`config.mk`:
```
export PLATFORM = sky130hd
export DESIGN_NAME = alu_seq_flat
export DESIGN_NICKNAME = d
export VERILOG_FILES = /design/src/rtl/alu_seq_if.sv /design/src/rtl/alu_seq.sv /design/src/flat_wrapper.sv
export SDC_FILE = /design/constraint.sdc
export NUM_CORES = 1
export LEC_CHECK = 0
export ABC_AREA = 0
export CAP_MARGIN = 15
export CORE_ASPECT_RATIO = 1.75
export CORE_MARGIN = 1
export CORE_UTILIZATION = 60
export CTS_CLUSTER_DIAMETER = 50
export DETAILED_ROUTE_END_ITERATION = 12
export PLACE_DENSITY_LB_ADDON = 0.15
export SYNTH_ARGS = -nofsm -noshare
export SYNTH_HDL_FRONTEND = slang
export SYNTH_SLANG_ARGS = --single-unit
```
`constraint.sdc`:
```
create_clock -name clk -period 3.8 [get_ports clk]
set_clock_uncertainty 0.15 [all_clocks]
set_input_delay 0.38 -clock clk [delete_from_list [all_inputs] [get_ports clk]]
set_output_delay 0.38 -clock clk [all_outputs]
set_load 0.02 [all_outputs]
```
`src/rtl/alu_seq_if.sv`:
```
`default_nettype none
// ============================================================================
// alu_seq_if : start/done request bus between the execute stage and alu_seq
// Revision   : 1.0
// ============================================================================
interface alu_seq_if #(
  parameter int WIDTH = 8
);
  logic             start;
  logic [2:0]       sel;
  logic [WIDTH-1:0] op1;
  logic [WIDTH-1:0] op2;
  logic             busy;
  logic             done;
  logic [WIDTH-1:0] out;
  logic             co;
  logic             zero;

  modport master (
    output start, sel, op1, op2,
    input  busy, done, out, co, zero
  );

  modport slave (
    input  start, sel, op1, op2,
    output busy, done, out, co, zero
  );
endinterface
`default_nettype wire

```
`src/rtl/alu_seq.sv`:
```
`default_nettype none
// ============================================================================
// alu_seq  : registered ALU with start/done handshake; iterative DIV and MUL
// Revision : 1.0
// ============================================================================
module alu_seq #(
  parameter int WIDTH = 8
) (
  input  logic     clk,
  input  logic     rst_n,
  alu_seq_if.slave bus
);
  localparam int               CNT_W      = $clog2(WIDTH + 1);
  localparam logic [CNT_W-1:0] C_CNT_LOAD = CNT_W'(WIDTH);
  localparam logic [CNT_W-1:0] C_CNT_LAST = CNT_W'(1);

  localparam logic [2:0] C_ADD   = 3'b000;
  localparam logic [2:0] C_ASHL  = 3'b001;
  localparam logic [2:0] C_XNOR  = 3'b010;
  localparam logic [2:0] C_DIV   = 3'b011;
  localparam logic [2:0] C_PASS2 = 3'b100;
  localparam logic [2:0] C_PASS1 = 3'b101;
  localparam logic [2:0] C_NEG   = 3'b110;
  localparam logic [2:0] C_MUL   = 3'b111;

  typedef enum logic [0:0] {
    S_IDLE = 1'b0,
    S_RUN  = 1'b1
  } state_t;

  state_t             r_state;
  logic [CNT_W-1:0]   r_cnt;
  logic               r_mul;
  logic [WIDTH:0]     r_rem;
  logic [WIDTH-1:0]   r_quo;
  logic [WIDTH-1:0]   r_opb;
  logic [2*WIDTH-1:0] r_prod;
  logic               r_busy;
  logic               r_done;
  logic [WIDTH-1:0]   r_out;
  logic               r_co;
  logic               r_zero;

  logic               w_multi;
  logic [WIDTH-1:0]   w_res;
  logic               w_co;
  logic [WIDTH:0]     w_sum;
  logic [WIDTH:0]     w_trial;
  logic               w_ge;
  logic [WIDTH:0]     w_rem_nxt;
  logic [WIDTH-1:0]   w_quo_nxt;
  logic [WIDTH:0]     w_psum;
  logic [2*WIDTH-1:0] w_prod_nxt;
  logic [WIDTH-1:0]   w_fin_out;
  logic               w_fin_co;

  assign w_multi = (bus.sel == C_MUL) || ((bus.sel == C_DIV) && (bus.op2 != '0));
  assign w_sum   = {1'b0, bus.op1} + {1'b0, bus.op2};

  always_comb begin
    w_res = '0;
    w_co  = 1'b0;
    case (bus.sel)
      C_ADD:   begin w_res = w_sum[WIDTH-1:0]; w_co = w_sum[WIDTH]; end
      C_ASHL:  begin w_res = {bus.op2[WIDTH-2:0], 1'b0}; w_co = bus.op2[WIDTH-1]; end
      C_XNOR:  w_res = ~(bus.op1 ^ bus.op2);
      C_DIV:   begin w_res = '1; w_co = 1'b1; end
      C_PASS2: w_res = bus.op2;
      C_PASS1: w_res = bus.op1;
      C_NEG:   w_res = (~bus.op2) + 1'b1;
      default: begin w_res = '0; w_co = 1'b0; end
    endcase
  end

  // Restoring divide: shift next dividend bit in, subtract if it fits.
  // r_rem[WIDTH] stays 0 for a restoring divider but keeps the compare exact.
  always_comb begin
    w_trial   = {r_rem[WIDTH-1:0], r_quo[WIDTH-1]};
    w_ge      = r_rem[WIDTH] || (w_trial >= {1'b0, r_opb});
    w_rem_nxt = w_ge ? (w_trial - {1'b0, r_opb}) : w_trial;
    w_quo_nxt = {r_quo[WIDTH-2:0], w_ge};
  end

  // Shift-add multiply: multiplier sits in the low half and shifts out LSB-first.
  always_comb begin
    w_psum     = {1'b0, r_prod[2*WIDTH-1:WIDTH]} + (r_prod[0] ? {1'b0, r_opb} : '0);
    w_prod_nxt = {w_psum, r_prod[WIDTH-1:1]};
    w_fin_out  = r_mul ? w_prod_nxt[WIDTH-1:0] : w_quo_nxt;
    w_fin_co   = r_mul ? (w_prod_nxt[2*WIDTH-1:WIDTH] != '0) : 1'b0;
  end

  always_ff @(posedge clk or negedge rst_n) begin
    if (!rst_n) begin
      r_state <= S_IDLE;
      r_cnt   <= '0;
      r_mul   <= 1'b0;
      r_rem   <= '0;
      r_quo   <= '0;
      r_opb   <= '0;
      r_prod  <= '0;
      r_busy  <= 1'b0;
      r_done  <= 1'b0;
      r_out   <= '0;
      r_co    <= 1'b0;
      r_zero  <= 1'b0;
    end else begin
      r_done <= 1'b0;
      case (r_state)
        S_IDLE: begin
          if (bus.start) begin
            if (w_multi) begin
              r_state <= S_RUN;
              r_busy  <= 1'b1;
              r_cnt   <= C_CNT_LOAD;
              r_mul   <= (bus.sel == C_MUL);
              r_opb   <= bus.op2;
              r_rem   <= '0;
              r_quo   <= bus.op1;
              r_prod  <= {{WIDTH{1'b0}}, bus.op1};
            end else begin
              r_out  <= w_res;
              r_co   <= w_co;
              r_zero <= (w_res == '0);
              r_done <= 1'b1;
            end
          end
        end
        S_RUN: begin
          r_cnt  <= r_cnt - 1'b1;
          r_rem  <= w_rem_nxt;
          r_quo  <= w_quo_nxt;
          r_prod <= w_prod_nxt;
          if (r_cnt == C_CNT_LAST) begin
            r_state <= S_IDLE;
            r_busy  <= 1'b0;
            r_out   <= w_fin_out;
            r_co    <= w_fin_co;
            r_zero  <= (w_fin_out == '0);
            r_done  <= 1'b1;
          end
        end
        default: begin
          r_state <= S_IDLE;
          r_busy  <= 1'b0;
        end
      endcase
    end
  end

  assign bus.busy = r_busy;
  assign bus.done = r_done;
  assign bus.out  = r_out;
  assign bus.co   = r_co;
  assign bus.zero = r_zero;

endmodule
`default_nettype wire

```
`src/flat_wrapper.sv`:
```
// flat-port wrapper written by rule: the top's interface ports become plain ports
module alu_seq_flat 
#(
  parameter int WIDTH = 8
)
  (clk, rst_n, bus_start, bus_sel, bus_op1, bus_op2, bus_busy, bus_done, bus_out, bus_co, bus_zero);
  alu_seq_if #(.WIDTH(WIDTH)) bus_i ();
  input  logic clk;
  input  logic rst_n;
  input wire logic [$bits(bus_i.start)-1:0] bus_start;
  input wire logic [$bits(bus_i.sel)-1:0] bus_sel;
  input wire logic [$bits(bus_i.op1)-1:0] bus_op1;
  input wire logic [$bits(bus_i.op2)-1:0] bus_op2;
  output wire logic [$bits(bus_i.busy)-1:0] bus_busy;
  output wire logic [$bits(bus_i.done)-1:0] bus_done;
  output wire logic [$bits(bus_i.out)-1:0] bus_out;
  output wire logic [$bits(bus_i.co)-1:0] bus_co;
  output wire logic [$bits(bus_i.zero)-1:0] bus_zero;
  assign bus_i.start = bus_start;
  assign bus_i.sel = bus_sel;
  assign bus_i.op1 = bus_op1;
  assign bus_i.op2 = bus_op2;
  assign bus_busy = bus_i.busy;
  assign bus_done = bus_i.done;
  assign bus_out = bus_i.out;
  assign bus_co = bus_i.co;
  assign bus_zero = bus_i.zero;
  alu_seq #(.WIDTH(WIDTH)) u_core (.clk(clk), .rst_n(rst_n), .bus(bus_i));
endmodule
```
==> flow_summary.ini, run 1 <==
[routing]
viasPerCell = 6.70
dr.pass1.iters = 6
ant_nets = 0
vias = 4222
wirelength_um = 12400
drcViolationCount = 0
drtIter0Drc = 347
top_layer_used = met4
met3_length_um = 619
wire_per_inst_um = 19.7
drt-met1-wl_um = 4630
met2_length_um = 6330

[sta]
worstMarginPinSlew_ps = 899
slew-limit-headroom = 0.399
fmax_mhz = 321
setup_viol = 0
finalCritPeriodShare = 0.819
slew_viol_final = 0
rsz0062_at_grt = no
timing_hold_violations_final = 0
layout_min_cycle_time_ps = 3110
tns_ps = 0

[grt]
grt_pass1_wl_um = 20200
grt_max_degree = 58
overflow = 0
grt_pass1_vias = 4155
antenna_found_initial = 0
gr-usage-all-layers = 0.349

[floorplan]
die_h_um = 117
core_um2 = 7280
initial_utilization = 0.623
rows = 41
die_area_um2 = 7940
ios = 34
chipWidth_um = 67.8

[power_and_ir_drop]
switching_power_mw = 1.89
netSwitchingFraction = 0.438
seqPwrFrac = 0.282
ir_worst_vdd_v = 0.000461
pwr_density_cell_nw_per_um2 = 836
p_int_mw = 2.43
clock_power_share = 0.168
power_leakage_nw = 2.28
pwr-share-comb = 0.550

[yosys]
synth.cell_area_um2 = 4540
synth_compound_area_frac = 0.226
synth-seq-cells = 59
synth_fa_ha_area_frac = 0.0876
synth.distinct_cells = 72
synth-simple-area-share = 0.185
synth-main-ff-cell = dfrtp_1
synth_warnings = 0
synth_xor_xnor_area_share = 0.0270
syn_avg_cell_area_um2 = 8.85
synth_top_family_by_area = compound AO/OA/AOI/OAI gates
synth_nets = 565
synthMuxAreaShare = 0.0928
synth_edf_count = 0
synthCells = 513
async_reset_ff_frac = 1.00
synth-seq-area-share = 0.325

[min_path]
worstHoldPathType = reg2reg

[cts]
numCtsBuffers = 9
cts.sinks = 59
clkTransAtPathRegs_ps = 50
postCtsSetupBuffers = 0
cts_tree = done
postCtsResizedCells = 0
clockBufferDepth = 2
holdBufCountCts = 1
htree_levels = 3
clock-root-buffer = clkbuf_16
insertion_delay_ps = 330

[setup_path]
crit_arrival_ps = 3210
crit_required_ps = 3900
end_kind = flip-flop
start_kind = input port
rrSetupSlack_ps = 770
worstPathMaxFanout = 7
crit_type = in2reg

[final_layout]
drive_gt1_frac = 0.0864
fillCellCount = 586
final_core_util = 0.710
diodes = 0
final_common_cell = dfrtp_1
most-common-layout-cells = dfrtp_1 (59), o21ai_0 (54), nand2_1 (49)
areaGrowthSynthToFinish_pct = 13.8
layout.cells.non_filler = 630
multi_input_area_um2 = 2810
nNetsFinal = 592
ff_latch_area_um2 = 1480

[placement]
place.gp.congestion = 0.985
port_buffers = 33
dp_cells = 614
dp_hpwl_um = 9120

[run]
cap_violations = 0

[status]
status = finished, final reports clean
-- path summary, 6_finish.rpt --
check,startpoint,endpoint,cells after the start
max,bus_op2[0],u_core.bus.zero,9
min,u_core.bus.busy,u_core.bus.busy,1
max reg2reg,u_core.r_opb[1],u_core.r_rem[0],8
min reg2reg,u_core.bus.busy,u_core.bus.busy,1
max in group asynchronous,rst_n,u_core.bus.zero,3
min in group asynchronous,rst_n,u_core.r_rem[7],2
-- per-layer routing --
metal	track usage	vias to the layer above
met2	0.595	201
met5	0	-
li1	-	1940
met1	0.383	2017
met3	0.0581	64
met4	0.240	0
-- power groups by stage --
stage / combinational (mW) / clock [mW] / sequential (mW)
after floorplan: 1.68 / 0 / 1.19
after global placement: 2.24 / 0 / 1.21
after detailed placement: 2.31 / 0 / 1.22
after CTS: 2.34 / 0.731 / 1.21
after global routing: 2.59 / 0.760 / 1.26
final: 2.37 / 0.727 / 1.22
-- sequential cells by signal, indices dropped and copies added (netlist names) --
signal	cells
u_core.r_quo	8
u_core.r_rem	9
u_core.bus.out	8
u_core.r_cnt	4
u_core.bus.co	1
u_core.bus.zero	1
u_core.r_mul	1
u_core.r_state	1
u_core.r_opb	8
u_core.bus.busy	1
u_core.bus.done	1
u_core.r_prod	16
-- stage by stage --
step	setup slack [ps]	hold WS [ps]	power (mW)	instance area (um^2)
5_1_grt	577	357	4.62	5170
4_1_cts	749	327	4.28	5170
6_report	686	324	4.32	5170
3_5_place_dp	415	272	3.53	4900
2_1_floorplan	1270	-65.6	2.87	4540
3_3_place_gp	424	256	3.45	4900
-- synthesized netlist by cell type, drive strengths merged (7+ instances only) --
library cell | number | share of area
a211oi | 7 | 0.014
a21oi | 22 | 0.024
and2 | 9 | 0.012
buf | 13 | 0.021
clkbuf | 15 | 0.012
dfrtp | 59 | 0.33
ha | 27 | 0.074
inv | 28 | 0.023
mux2 | 9 | 0.022
mux2i | 32 | 0.071
nand2 | 49 | 0.040
nand3 | 20 | 0.022
nor2 | 28 | 0.023
nor2b | 11 | 0.017
nor3 | 15 | 0.019
o21a | 9 | 0.015
o21ai | 57 | 0.064
xnor2 | 9 | 0.017
-- layout make-up --
cell class,instances,area share
Multi-Input combinational cell,398,0.543
Sequential cell,59,0.286
Timing Repair Buffer,44,0.0794
Clock buffer,12,0.0477
Tap cell,86,0.0208
Inverter,28,0.0203
Clock inverter,3,0.00290
-- worst max-delay path, stage by stage --
cell and delay (ps):
clkdlybuf4s50_1 600, ha_1 340, fa_1 430, a211oi_2 330
o21ai_0 140, o41a_1 120, a22o_1 230, or4_1 510
o21ai_1 130
-- kinds of logic (layout without fill, tap and decap cells) --
family / count (synthesis) / after routing
fa+ha+maj: 30 / 30
mux: 41 / 41
compound gates: 149 / 149
flops: 59 / 59
buf+inv: 56 / 87
xor+xnor: 14 / 14
simple gates: 164 / 164
No activity file was read; power rests on OpenSTA's default activity.
==> inputs of run 2 (changes only) <==
--- a/config.mk
+++ b/config.mk
@@ -9,7 +9,7 @@
 export CAP_MARGIN = 15
 export CORE_ASPECT_RATIO = 1.75
 export CORE_MARGIN = 1
-export CORE_UTILIZATION = 60
+export CORE_UTILIZATION = 54
 export CTS_CLUSTER_DIAMETER = 50
 export DETAILED_ROUTE_END_ITERATION = 12
 export PLACE_DENSITY_LB_ADDON = 0.15
==> constraint.sdc (replaced) <==
create_clock -name clk -period 2.8 [get_ports clk]
set_clock_uncertainty 0.15 [all_clocks]
set_input_delay 0.28 -clock clk [delete_from_list [all_inputs] [get_ports clk]]
set_output_delay 0.28 -clock clk [all_outputs]
set_load 0.02 [all_outputs]
==> flow_summary.ini, run 2 (synthesized netlist as in run 1, its figures left out) <==
[status]
status = finished with violations
violations = DRC

[floorplan]
core_um2 = 8020
die_h_um = 123
initial_utilization = 0.567
rows = 43
chipWidth_um = 71.3
ios = 34
die_area_um2 = 8800

[power_and_ir_drop]
power_leakage_nw = 2.55
pwr_density_cell_nw_per_um2 = 1070
ir_worst_vdd_v = 0.000537
finalPower_mw = 6.00

[sta]
slew_viol_final = 0
rsz0062_at_grt = no
fmax_mhz = 375
timing_hold_violations_final = 0
slew-limit-headroom = 0.530
worstMarginPinSlew_ps = 700
layout_min_cycle_time_ps = 2660
finalCritPeriodShare = 0.952
setup_viol = 0

[placement]
dp_cells = 672
port_buffers = 33
place.gp.congestion = 0.975
dp_hpwl_um = 10800

[setup_path]
end_kind = flip-flop
start_kind = flip-flop
r2r_start = u_core.r_prod[0]
r2r_end = u_core.bus.co
crit_arrival_ps = 2700
reg2reg_depth = 8
worstPathMaxFanout = 9
endpoint = u_core.bus.co
rrSetupSlack_ps = 140
crit_required_ps = 2840
cp-startpoint = u_core.r_prod[0]
crit_type = reg2reg

[cts]
cts_tree = done
clkTransAtPathRegs_ps = 50
postCtsSetupBuffers = 0
insertion_delay_ps = 330
clockBufferDepth = 2
cts.sinks = 59
clock-root-buffer = clkbuf_16
htree_levels = 3
numCtsBuffers = 9

[final_layout]
layout.cells.non_filler = 687
final_core_util = 0.699
largest_reg_flops = 16
areaGrowthSynthToFinish_pct = 23.4
regMostFlops = u_core.r_prod
top_regs = u_core.r_prod: 16 flops, u_core.r_rem: 9 flops
drive_gt1_frac = 0.173
fillCellCount = 636
final_common_cell = buf_4
nNetsFinal = 646
most-common-layout-cells = buf_4 (63), dfrtp_1 (58), o21ai_0 (54)
diodes = 0

[routing]
vias = 4305
ant_nets = 0
viasPerCell = 6.27
drtIter0Drc = 319
drcViolationCount = 2
wire_per_inst_um = 20.2
wirelength_um = 13900
dr.pass1.iters = 9

[grt]
grt_max_degree = 58
grt_pass1_vias = 4461
overflow = 0
gr-usage-all-layers = 0.343
antenna_found_initial = 0
grt_pass1_wl_um = 22200

[min_path]
worstHoldPathType = reg2reg

[run]
cap_violations = 0
==> run 2: metrics by stage <==
| stage | setup TNS, ps | setup WS (ps) | hold slack (ps) | area (um^2) |
|---|---|---|---|---|
| 2_1_floorplan | 0 | 270 | -166 | 4540 |
| 3_3_place_gp | -233 | -141 | 158 | 5320 |
| 3_5_place_dp | -1230 | -173 | 162 | 5320 |
| 4_1_cts | 0 | 42.2 | 314 | 5600 |
| 5_1_grt | 0 | 15.7 | 322 | 5600 |
| 6_report | 0 | 136 | 315 | 5600 |
==> run 2: cell type report <==
type	count	area [um^2]	area share
flip-flops and latches	59	1480	0.264
clock buffers	12	256	0.0458
inverters	28	105	0.0188
multi-input cells	398	2810	0.502
well taps	90	113	0.0201
repair buffers	98	828	0.148
clock inverters	2	12.5	0.00223
==> run 2: how the worst min path moves through the flow <==
stage                    start               to  slack, ps  cells past startpoint
6_report       u_core.r_cnt[3]  u_core.r_cnt[3]        320                      1
5_1_grt        u_core.r_cnt[3]  u_core.r_cnt[3]        320                      1
4_1_cts        u_core.r_cnt[3]  u_core.r_cnt[3]        310                      1
3_5_place_dp             rst_n   u_core.r_state        160                      2
3_3_place_gp             rst_n  u_core.bus.busy        160                      2
2_1_floorplan            rst_n  u_core.bus.busy       -170                      0
==> run 2: critical path, stage by stage, from the launching register on <==
cell and delay (ps):
dfrtp_2 460, and2_1 220, ha_1 340, nor2b_1 170, o31a_1 290, or2_2 290, o311ai_1 280, a41o_1 230
a31oi_1 100
==> run 2: layer usage <==
| layer | up-vias | track usage | wire length, um |
|---|---|---|---|
| met5 | - | 0 | 0 |
| met4 | 0 | 0.261 | 1070 |
| met3 | 56 | 0.0407 | 334 |
| met2 | 109 | 0.649 | 7630 |
| met1 | 2086 | 0.331 | 4880 |
| li1 | 2054 | - | - |
==> run 2: power breakdown <==
| part | internal (mW) | switching [mW] | total, mW |
|---|---|---|---|
| clock network | 0.634 | 0.366 | 1.00 |
| registers | 1.28 | 0.366 | 1.65 |
| logic | 1.53 | 1.82 | 3.35 |
==> run 2: repair_timing <==
action | in CTS | in global routing
hold buffers | 1 | 0
setup endpoints to repair | 0 | 2
resized for setup | 0 | 3
hold endpoints to repair | 59 | 0
==> inputs of run 3 (changes only) <==
--- a/config.mk
+++ b/config.mk
@@ -13,6 +13,7 @@
 export CTS_CLUSTER_DIAMETER = 50
 export DETAILED_ROUTE_END_ITERATION = 12
 export PLACE_DENSITY_LB_ADDON = 0.15
+export SLEW_MARGIN = 20
 export SYNTH_ARGS = -nofsm -noshare
 export SYNTH_HDL_FRONTEND = slang
 export SYNTH_SLANG_ARGS = --single-unit
==> constraint.sdc (replaced) <==
create_clock -name clk -period 2.8 [get_ports clk]
set_clock_uncertainty 0.15 [all_clocks]
set_input_delay 0.84 -clock clk [delete_from_list [all_inputs] [get_ports clk]]
set_output_delay 0.84 -clock clk [all_outputs]
set_load 0.02 [all_outputs]
==> flow_summary.ini, run 3 (synthesized netlist as in run 1, its figures left out) <==
[status]
status = finished with violations
violations = DRC

[grt]
overflow = 0
grtUsageMet2 = 0.665
grt_use_met3 = 0.0505
grt-busiest-layer = met2
gr-usage-all-layers = 0.352
grtUsageMet1 = 0.327
grt_max_degree = 60
grt_pass1_wl_um = 23000
antenna_found_initial = 0
grt_pass1_vias = 4710

[final_layout]
areaGrowthSynthToFinish_pct = 34.6
largest_reg_flops = 16
layout.cells.non_filler = 724
regMostFlops = u_core.r_prod
drive_gt1_frac = 0.285
final_common_cell = buf_4
final_core_util = 0.763
stdcell_area_um2 = 6110
fillCellCount = 559
top_regs = u_core.r_prod: 16 flops, u_core.r_rem: 9 flops
nNetsFinal = 681
most-common-layout-cells = buf_4 (96), dfrtp_1 (58), o21ai_0 (51)
diodes = 0

[min_path]
worstHoldPathType = reg2reg
whs_path_depth = 1

[sta]
layout_min_cycle_time_ps = 2760
timing_hold_violations_final = 0
setup_viol = 0
fmax_mhz = 362
fin_worst_hold_slack_ps = 320
slew-limit-headroom = 0.604
worstMarginPinSlew_ps = 594
worst_slack_ps = 41.2
slew_viol_final = 0
finalCritPeriodShare = 0.985

[floorplan]
die_area_um2 = 8800
ios = 34
core_um2 = 8020
rows = 43
die_h_um = 123
chipWidth_um = 71.3
initial_utilization = 0.567

[power_and_ir_drop]
power_leakage_nw = 2.81
pwr_density_cell_nw_per_um2 = 1030
ir_worst_vdd_v = 0.000510

[run]
cap_violations = 0

[routing]
vias = 4557
wirelength_um = 14800
wire_per_inst_um = 20.4
drtIter0Drc = 371
dr.pass1.iters = 9
viasPerCell = 6.29
drcViolationCount = 2
ant_nets = 0

[cts]
clkTransAtPathRegs_ps = 50
clock-root-buffer = clkbuf_16
clockBufferDepth = 2
insertion_delay_ps = 330
htree_levels = 3
holdBufCountCts = 0
cts.sinks = 59
numCtsBuffers = 9
cts_tree = done

[setup_path]
worst-path-buf-inv = 2
max_stage_delay_ps = 530
crit_required_ps = 2920
reg2reg_depth = 9
cp_slowest_cell = or4_1
crit_arrival_ps = 2880
cp_top_family = buffers and inverters
worstPathMaxFanout = 6
crit_type = in2reg
start_kind = input port
end_kind = flip-flop
crit_path_cell_trace = clkdlybuf4s50_1 -> ha_4 -> buf_4 -> or4_1 -> a21oi_2 -> a2111oi_4 -> a21oi_1 -> mux2_2
path_depth = 8

[placement]
pre_cts_ws_ps = -746
dp_hpwl_um = 11100
dp_cells = 699
place_area_um2 = 5550
port_buffers = 33
place.gp.congestion = 1.01
run 3: cell count changes in the layout (fill, tap and decap cells not counted), moves of 3 or more:
cell             previous run  this run
clkdlybuf4s50_1            32        17
ha_4                        0         7
nor3_1                     14        11
o21ai_0                    54        51
dlymetal6s2s_1              0         3
buf_4                      63        96
nor3_2                      0         3
buf_6                       0         4
ha_1                       27        19
clkbuf_2                    0         5
run 3: per-layer routing:
layer	share of wire	routed length, um
met4	0.074	1100
met2	0.55	8070
met3	0.031	457
met5	0	0
met1	0.35	5150
run 3: area by class of cell:
class / instances / area, um^2 / share of cell area
multi-input combinational: 398 / 3040 / 0.497
sequential: 59 / 1480 / 0.242
timing repair buffer: 133 / 1090 / 0.178
clock buffer: 11 / 243 / 0.0397
tap: 90 / 113 / 0.0184
inverter: 28 / 105 / 0.0172
clock inverter: 5 / 52.6 / 0.00859
run 3: report_power, final:
group,switching (mW),leakage (nW),total (mW),internal (mW)
Clock,0.379,0.145,1.09,0.707
Combinational,1.90,1.95,3.52,1.62
Sequential,0.390,0.714,1.67,1.28
run 3: metrics by stage:
stage          power (mW)  setup TNS, ps
6_report             6.28              0
5_1_grt              6.71          -55.6
4_1_cts              6.16          -3.30
3_5_place_dp         4.98         -30360
3_3_place_gp         4.86         -26390
2_1_floorplan        3.90          -40.7
run 3: what timing repair did:
action                                  CTS  global route
pin swaps                                12            17
endpoints found under the setup margin   55            38
setup buffers                             2             7
resized for setup                        40            43
run 3: path summary, 6_finish.rpt:
check,endpoint,start,slack (ps)
setup reg to reg,u_core.r_rem[0],u_core.r_opb[1],100
setup / recovery,u_core.bus.out[5],bus_op1[5],40
max in group asynchronous,u_core.r_prod[0],rst_n,1850
hold / removal,u_core.r_cnt[3],u_core.r_cnt[3],320
hold reg to reg,u_core.r_cnt[3],u_core.r_cnt[3],320
min in group asynchronous,u_core.r_rem[2],rst_n,350
